`src/rtl/id_operand_stage_pkg.sv`:
```
// Shared widths, bypass bus layouts and MIPS opcode constants for the decode operand stage.
package id_operand_stage_pkg;

    localparam int unsigned DS_TO_BY_BUS_WD = 12;
    localparam int unsigned BY_TO_DS_BUS_WD = 66;

    localparam logic [5:0] OP_SPECIAL = 6'h00;
    localparam logic [5:0] OP_J       = 6'h02;
    localparam logic [5:0] OP_JAL     = 6'h03;
    localparam logic [5:0] OP_BEQ     = 6'h04;
    localparam logic [5:0] OP_BNE     = 6'h05;
    localparam logic [5:0] OP_LUI     = 6'h0f;
    localparam logic [5:0] OP_SB      = 6'h28;
    localparam logic [5:0] OP_SH      = 6'h29;
    localparam logic [5:0] OP_SWL     = 6'h2a;
    localparam logic [5:0] OP_SW      = 6'h2b;
    localparam logic [5:0] OP_SWR     = 6'h2e;

    typedef struct packed {
        logic        en1;
        logic        en2;
        logic [4:0]  addr1;
        logic [4:0]  addr2;
    } by_req_t;

    typedef struct packed {
        logic [1:0]  sel;
        logic [31:0] data1;
        logic [31:0] data2;
    } by_rsp_t;

endpackage

```
`src/rtl/id_operand_stage_src_use_dec.sv`:
```
// Source-register usage decode: which of rs/rt an instruction actually reads.
module src_use_dec
    import id_operand_stage_pkg::*;
(
    input  logic [31:0] inst,
    output logic        use1,
    output logic        use2
);

    logic [5:0]  opcode;
    logic        unused_inst;

    assign opcode      = inst[31:26];
    assign unused_inst = ^inst[25:0];

    always_comb begin
        use1 = 1'b1;
        use2 = 1'b0;
        case (opcode)
            OP_J, OP_JAL, OP_LUI: use1 = 1'b0;
            default:              use1 = 1'b1;
        endcase
        case (opcode)
            OP_SPECIAL, OP_BEQ, OP_BNE,
            OP_SB, OP_SH, OP_SWL, OP_SW, OP_SWR: use2 = 1'b1;
            default:                             use2 = 1'b0;
        endcase
    end

endmodule

```
`src/rtl/id_operand_stage.sv`:
```
// Decode-stage slot: register read, bypass merge, load-use interlock, valid/allowin handshake.
// Optional macro BYPASS_EN enables the forwarding bus; without it hazards are resolved by stalling.
module id_operand_stage
    import id_operand_stage_pkg::*;
(
    input  logic                       clk,
    input  logic                       resetn,
    input  logic                       fs_to_ds_valid,
    input  logic [31:0]                fs_to_ds_pc,
    input  logic [31:0]                fs_to_ds_inst,
    output logic                       ds_allowin,
    output logic                       ds_to_es_valid,
    input  logic                       es_allowin,
    output logic [31:0]                ds_to_es_pc,
    output logic [31:0]                ds_to_es_inst,
    output logic [31:0]                ds_to_es_src1,
    output logic [31:0]                ds_to_es_src2,
    input  logic                       br_flush,
    output logic [4:0]                 rf_raddr1,
    output logic [4:0]                 rf_raddr2,
    input  logic [31:0]                rf_rdata1,
    input  logic [31:0]                rf_rdata2,
    output logic [DS_TO_BY_BUS_WD-1:0] by_req,
    input  logic [BY_TO_DS_BUS_WD-1:0] by_rsp,
    input  logic                       es_valid,
    input  logic                       es_rf_we,
    input  logic                       es_is_load,
    input  logic [4:0]                 es_dest,
    input  logic                       ms_valid,
    input  logic                       ms_rf_we,
    input  logic [4:0]                 ms_dest,
    output logic [31:0]                stall_cnt
);

    logic        ds_valid_q, ds_valid_d;
    logic [31:0] ds_pc_q, ds_pc_d;
    logic [31:0] ds_inst_q, ds_inst_d;
    logic [31:0] stall_cnt_q, stall_cnt_d;

    logic        use1, use2;
    logic        en1, en2;
    logic [4:0]  addr1, addr2;
    logic [31:0] rf_src1, rf_src2;
    logic        es_hit, ms_hit;
    logic        stall, ds_ready_go;

    src_use_dec u_src_use_dec (
        .inst (ds_inst_q),
        .use1 (use1),
        .use2 (use2)
    );

    assign addr1     = ds_inst_q[25:21];
    assign addr2     = ds_inst_q[20:16];
    assign rf_raddr1 = addr1;
    assign rf_raddr2 = addr2;

    // $0 never participates in hazards or forwarding and always reads zero.
    assign en1     = use1 & (addr1 != 5'd0);
    assign en2     = use2 & (addr2 != 5'd0);
    assign rf_src1 = (addr1 == 5'd0) ? 32'd0 : rf_rdata1;
    assign rf_src2 = (addr2 == 5'd0) ? 32'd0 : rf_rdata2;

    assign es_hit = (en1 & (es_dest == addr1)) | (en2 & (es_dest == addr2));
    assign ms_hit = (en1 & (ms_dest == addr1)) | (en2 & (ms_dest == addr2));

`ifdef BYPASS_EN
    by_rsp_t     rsp;
    logic        unused_ms;

    assign rsp           = by_rsp;
    assign by_req        = {en1, en2, addr1, addr2};
    assign ds_to_es_src1 = (en1 & rsp.sel[0]) ? rsp.data1 : rf_src1;
    assign ds_to_es_src2 = (en2 & rsp.sel[1]) ? rsp.data2 : rf_src2;
    // Only a load in EXE cannot be forwarded yet; everything else arrives over the bypass.
    assign stall         = es_valid & es_rf_we & es_is_load & es_hit;
    assign unused_ms     = ms_valid ^ ms_rf_we ^ ms_hit;
`else
    logic        unused_bypass;

    assign by_req        = '0;
    assign ds_to_es_src1 = rf_src1;
    assign ds_to_es_src2 = rf_src2;
    assign stall         = (es_valid & es_rf_we & es_hit) | (ms_valid & ms_rf_we & ms_hit);
    assign unused_bypass = ^{by_rsp, es_is_load};
`endif

    assign ds_ready_go    = ~stall;
    assign ds_allowin     = ~ds_valid_q | (ds_ready_go & es_allowin);
    assign ds_to_es_valid = ds_valid_q & ds_ready_go & ~br_flush;
    assign ds_to_es_pc    = ds_pc_q;
    assign ds_to_es_inst  = ds_inst_q;
    assign stall_cnt      = stall_cnt_q;

    always_comb begin
        ds_valid_d  = ds_valid_q;
        ds_pc_d     = ds_pc_q;
        ds_inst_d   = ds_inst_q;
        stall_cnt_d = stall_cnt_q;
        // Flush wins over a simultaneous accept; the fetch offer is dropped.
        if (br_flush) begin
            ds_valid_d = 1'b0;
        end else if (ds_allowin) begin
            ds_valid_d = fs_to_ds_valid;
        end
        if (fs_to_ds_valid & ds_allowin & ~br_flush) begin
            ds_pc_d   = fs_to_ds_pc;
            ds_inst_d = fs_to_ds_inst;
        end
        if (ds_valid_q & stall & ~br_flush & ~(&stall_cnt_q)) begin
            stall_cnt_d = stall_cnt_q + 32'd1;
        end
    end

    always_ff @(posedge clk) begin
        if (!resetn) begin
            ds_valid_q  <= 1'b0;
            ds_pc_q     <= 32'd0;
            ds_inst_q   <= 32'd0;
            stall_cnt_q <= 32'd0;
        end else begin
            ds_valid_q  <= ds_valid_d;
            ds_pc_q     <= ds_pc_d;
            ds_inst_q   <= ds_inst_d;
            stall_cnt_q <= stall_cnt_d;
        end
    end

endmodule

```
`config.mk`:
```
export PLATFORM = sky130hd
export DESIGN_NAME = id_operand_stage
export DESIGN_NICKNAME = d
export VERILOG_FILES = /design/src/rtl/id_operand_stage_pkg.sv /design/src/rtl/id_operand_stage_src_use_dec.sv /design/src/rtl/id_operand_stage.sv
export SDC_FILE = /design/constraint.sdc
export NUM_CORES = 1
export LEC_CHECK = 0
export BUFFER_PORTS_ARGS = -buffer_cell sky130_fd_sc_hd__buf_4
export CAP_MARGIN = 20
export CORE_AREA = 2 2 153 155
export DETAILED_ROUTE_END_ITERATION = 12
export DIE_AREA = 0 0 155 157
export GPL_ROUTABILITY_DRIVEN = 0
export SYNTH_ARGS = -nofsm -noshare
export SYNTH_HDL_FRONTEND = slang
export SYNTH_SLANG_ARGS = --single-unit
```
`constraint.sdc`:
```
create_clock -name clk -period 3.6 [get_ports clk]
set_clock_uncertainty 0.2 [all_clocks]
set_input_delay 0.54 -clock clk [delete_from_list [all_inputs] [get_ports clk]]
set_output_delay 0.54 -clock clk [all_outputs]
set_load 0.05 [all_outputs]
```
==> results.yml <==
power:
  powerDensity_mw_per_mm2: 395.0
  vdd_drop_max_uv: 191.0
  p_leak_uw: 0.003544
timing:
  layout_setup_ws_ns: 0.2311
  finalCritPeriodShare: 0.9358
  rsz0062_at_grt: "no"
  fmax_ghz: 0.2968
  fin_tns_setup_ns: 0
  tightestPinTransition_ns: 1.023
  hold_viol: 0
  slew_viol_final: 0
  slew_headroom: 0.3174
  min_period_ns: 3.369
  setup_viol: 0
floorplanning:
  placementRows: 55
  top_level_ports: 398
  die-area_mm2: 0.02434
  dieHeight_um: 157
  floorplan.initialDensity: 0.2277
  coreArea_mm2: 0.02250
  die_x_um: 155
logic_synthesis:
  synth-seq-cells: 97
  ys.flop_type: "dfxtp_1"
  async_flop_share: 0
  synth_top_family_by_area: "simple AND/OR/NAND/NOR gates"
  synthMuxAreaShare: 0.1309
  synth_edf_count: 0
  synth.distinct_cells: 41
  synth_adder_area_share: 0.002441
  syn_inst: 615
  yosys.area_share.simple: 0.2935
  synth_xor_area_frac: 0.03760
  synth_area_per_cell_um2: 8.333
  synth_compound_area_frac: 0.07056
  seq_area_frac_synth: 0.3789
  synthesis.area_mm2: 0.005125
  synth_warnings: 0
flow_run:
  drv_cap: 0
cts:
  cts_setup_buffers: 0
  clk_pin_slew_ns: 0.08
  cts_buffers: 9
  clock_latency_ns: 0.35
  htreeDepth: 3
  cts-root-buf: "clkbuf_16"
  cts_max_path_buffers: 2
  clock_sinks: 97
  cts_tree: "yes"
  hold_buffers: 0
  cts_resized: 0
detailed_routing:
  drtIter0Drc: 217
  drc: 0
  ant_nets: 0
  vias: 5201
  dr.pass1.iters: 4
  finalWirelength_mm: 19.05
  wl_per_cell_um: 15.85
  via_per_inst: 4.327
layout:
  nets: 1125
  fill_cells: 2380
  layout_common_cells: "325 x buf_4, 146 x nand2_1, 97 x dfxtp_1"
  final_common_cell: "buf_4"
  drive_gt1_frac: 0.3956
  final_cell_count_no_fill: 1202
  area_growth_pct: 55.49
placement:
  placement.io_buffers: 318
  post-dp-hpwl_mm: 15.25
  place_ws_ns: 0.3455
  placed_cells: 1184
worst_setup_path:
  path_buf_inv: 2
  end_kind: "output pin"
  path_max_fanout: 7
  criticalPathCategory: "register to output pin"
  cpMaxStageDelayCell: "or4_4"
  cp_cell_sequence: "or4_4 -> a211oi_4 -> a22oi_1 -> o22ai_4 -> o21a_1 -> inv_1 -> buf_4"
  worst_path_dominant_cell_family: "compound AO/OA/AOI/OAI gates"
  crit_required_ns: 2.86
  cp-start-kind: "register"
  critical_path_arrival_ns: 2.63
  cp_slowest_stage_delay_ns: 0.56
grt:
  grt_max_degree: 115
  grtUsageMet3: 0.04268
  grt_pass1_vias: 5056
  grt_util_met1: 0.1616
  use_met2: 0.2806
  top_usage_layer: "met2"
  grt_overflow: 0
  antenna_found_initial: 2
  grt_pass1_wl_mm: 28.29
  gr-usage-all-layers: 0.1504
hold_path:
  min_path_type: "primary input to register"
run_status:
  run_status: "complete, no violations"
==> metal layers <==
layer	wire (um)	vias to the layer above
met3	1485	17
met4	401	0
met1	7394	2377
met2	9771	203
met5	0	-
li1	-	2604
==> cell usage after synthesis, drive strengths merged (3+ instances only) <==
cell,n,area share
a211oi,3,0.0063
a21oi,27,0.026
and3,3,0.0037
buf,31,0.060
clkbuf,26,0.019
dfxtp,97,0.38
inv,9,0.0066
mux2i,67,0.13
nand2,147,0.11
nand2b,4,0.0049
nand3,17,0.017
nand4,9,0.014
nor2,14,0.013
nor2b,63,0.077
nor3,7,0.0078
o21ai,23,0.022
o31ai,3,0.0044
or3,23,0.028
or4,6,0.011
xnor2,12,0.021
xor2,10,0.017
==> final timing paths <==
path                                   startpoint              end  slack, ns  depth (start not counted)
worst max-delay path            ds_to_es_inst[31]       ds_allowin       0.23                          7
worst min-delay path                     br_flush       ds_valid_q       0.20                          2
worst max register to register  ds_to_es_inst[31]    stall_cnt[30]       0.47                          7
worst min register to register    ds_to_es_pc[29]  ds_to_es_pc[29]       0.26                          2
==> per-stage QoR <==
stage / util / hold slack, ns / total power, uW / instance area (um2)
after floorplan: - / 0.4128 / 1857 / 5166
after global placement: 0.3406 / 0.2420 / 2218 / 7665
after detailed placement: 0.3406 / 0.2478 / 2223 / 7665
after CTS: 0.3533 / 0.1765 / 3202 / 7950
after global routing: 0.3539 / 0.1902 / 3289 / 7964
final: 0.3541 / 0.1953 / 3147 / 7969
==> flip-flops by register name (all words and copies together) (netlist names) <==
register and cells:
ds_to_es_inst 32, ds_to_es_pc 32, stall_cnt 32, ds_valid_q 1
==> final cells by class <==
type / instances / area (um2) / share of cell area
clock buffer: 10 / 229.0 / 0.02873
sequential: 97 / 1942 / 0.2437
tap: 285 / 356.6 / 0.04475
multi-input combinational: 463 / 2806 / 0.3522
timing repair buffer: 330 / 2540 / 0.3187
clock inverter: 6 / 56.30 / 0.007065
inverter: 9 / 33.78 / 0.004239
antenna: 2 / 5.005 / 0.0006280
==> where the power goes <==
group          internal, uW  switching (uW)
sequential             1110            29.6
clock                   486             470
combinational           361             691
total                  1960            1190
==> cells by family after synthesis <==
logic type | count (synthesis)
xor gates and xnor gates | 22
other | 1
buffers and inverters | 66
and+or+nand+nor | 299
adders and majority gates | 1
DFF | 97
muxes | 67
AOI/OAI and AO/OA | 62
(Power assumes the default switching activity.)
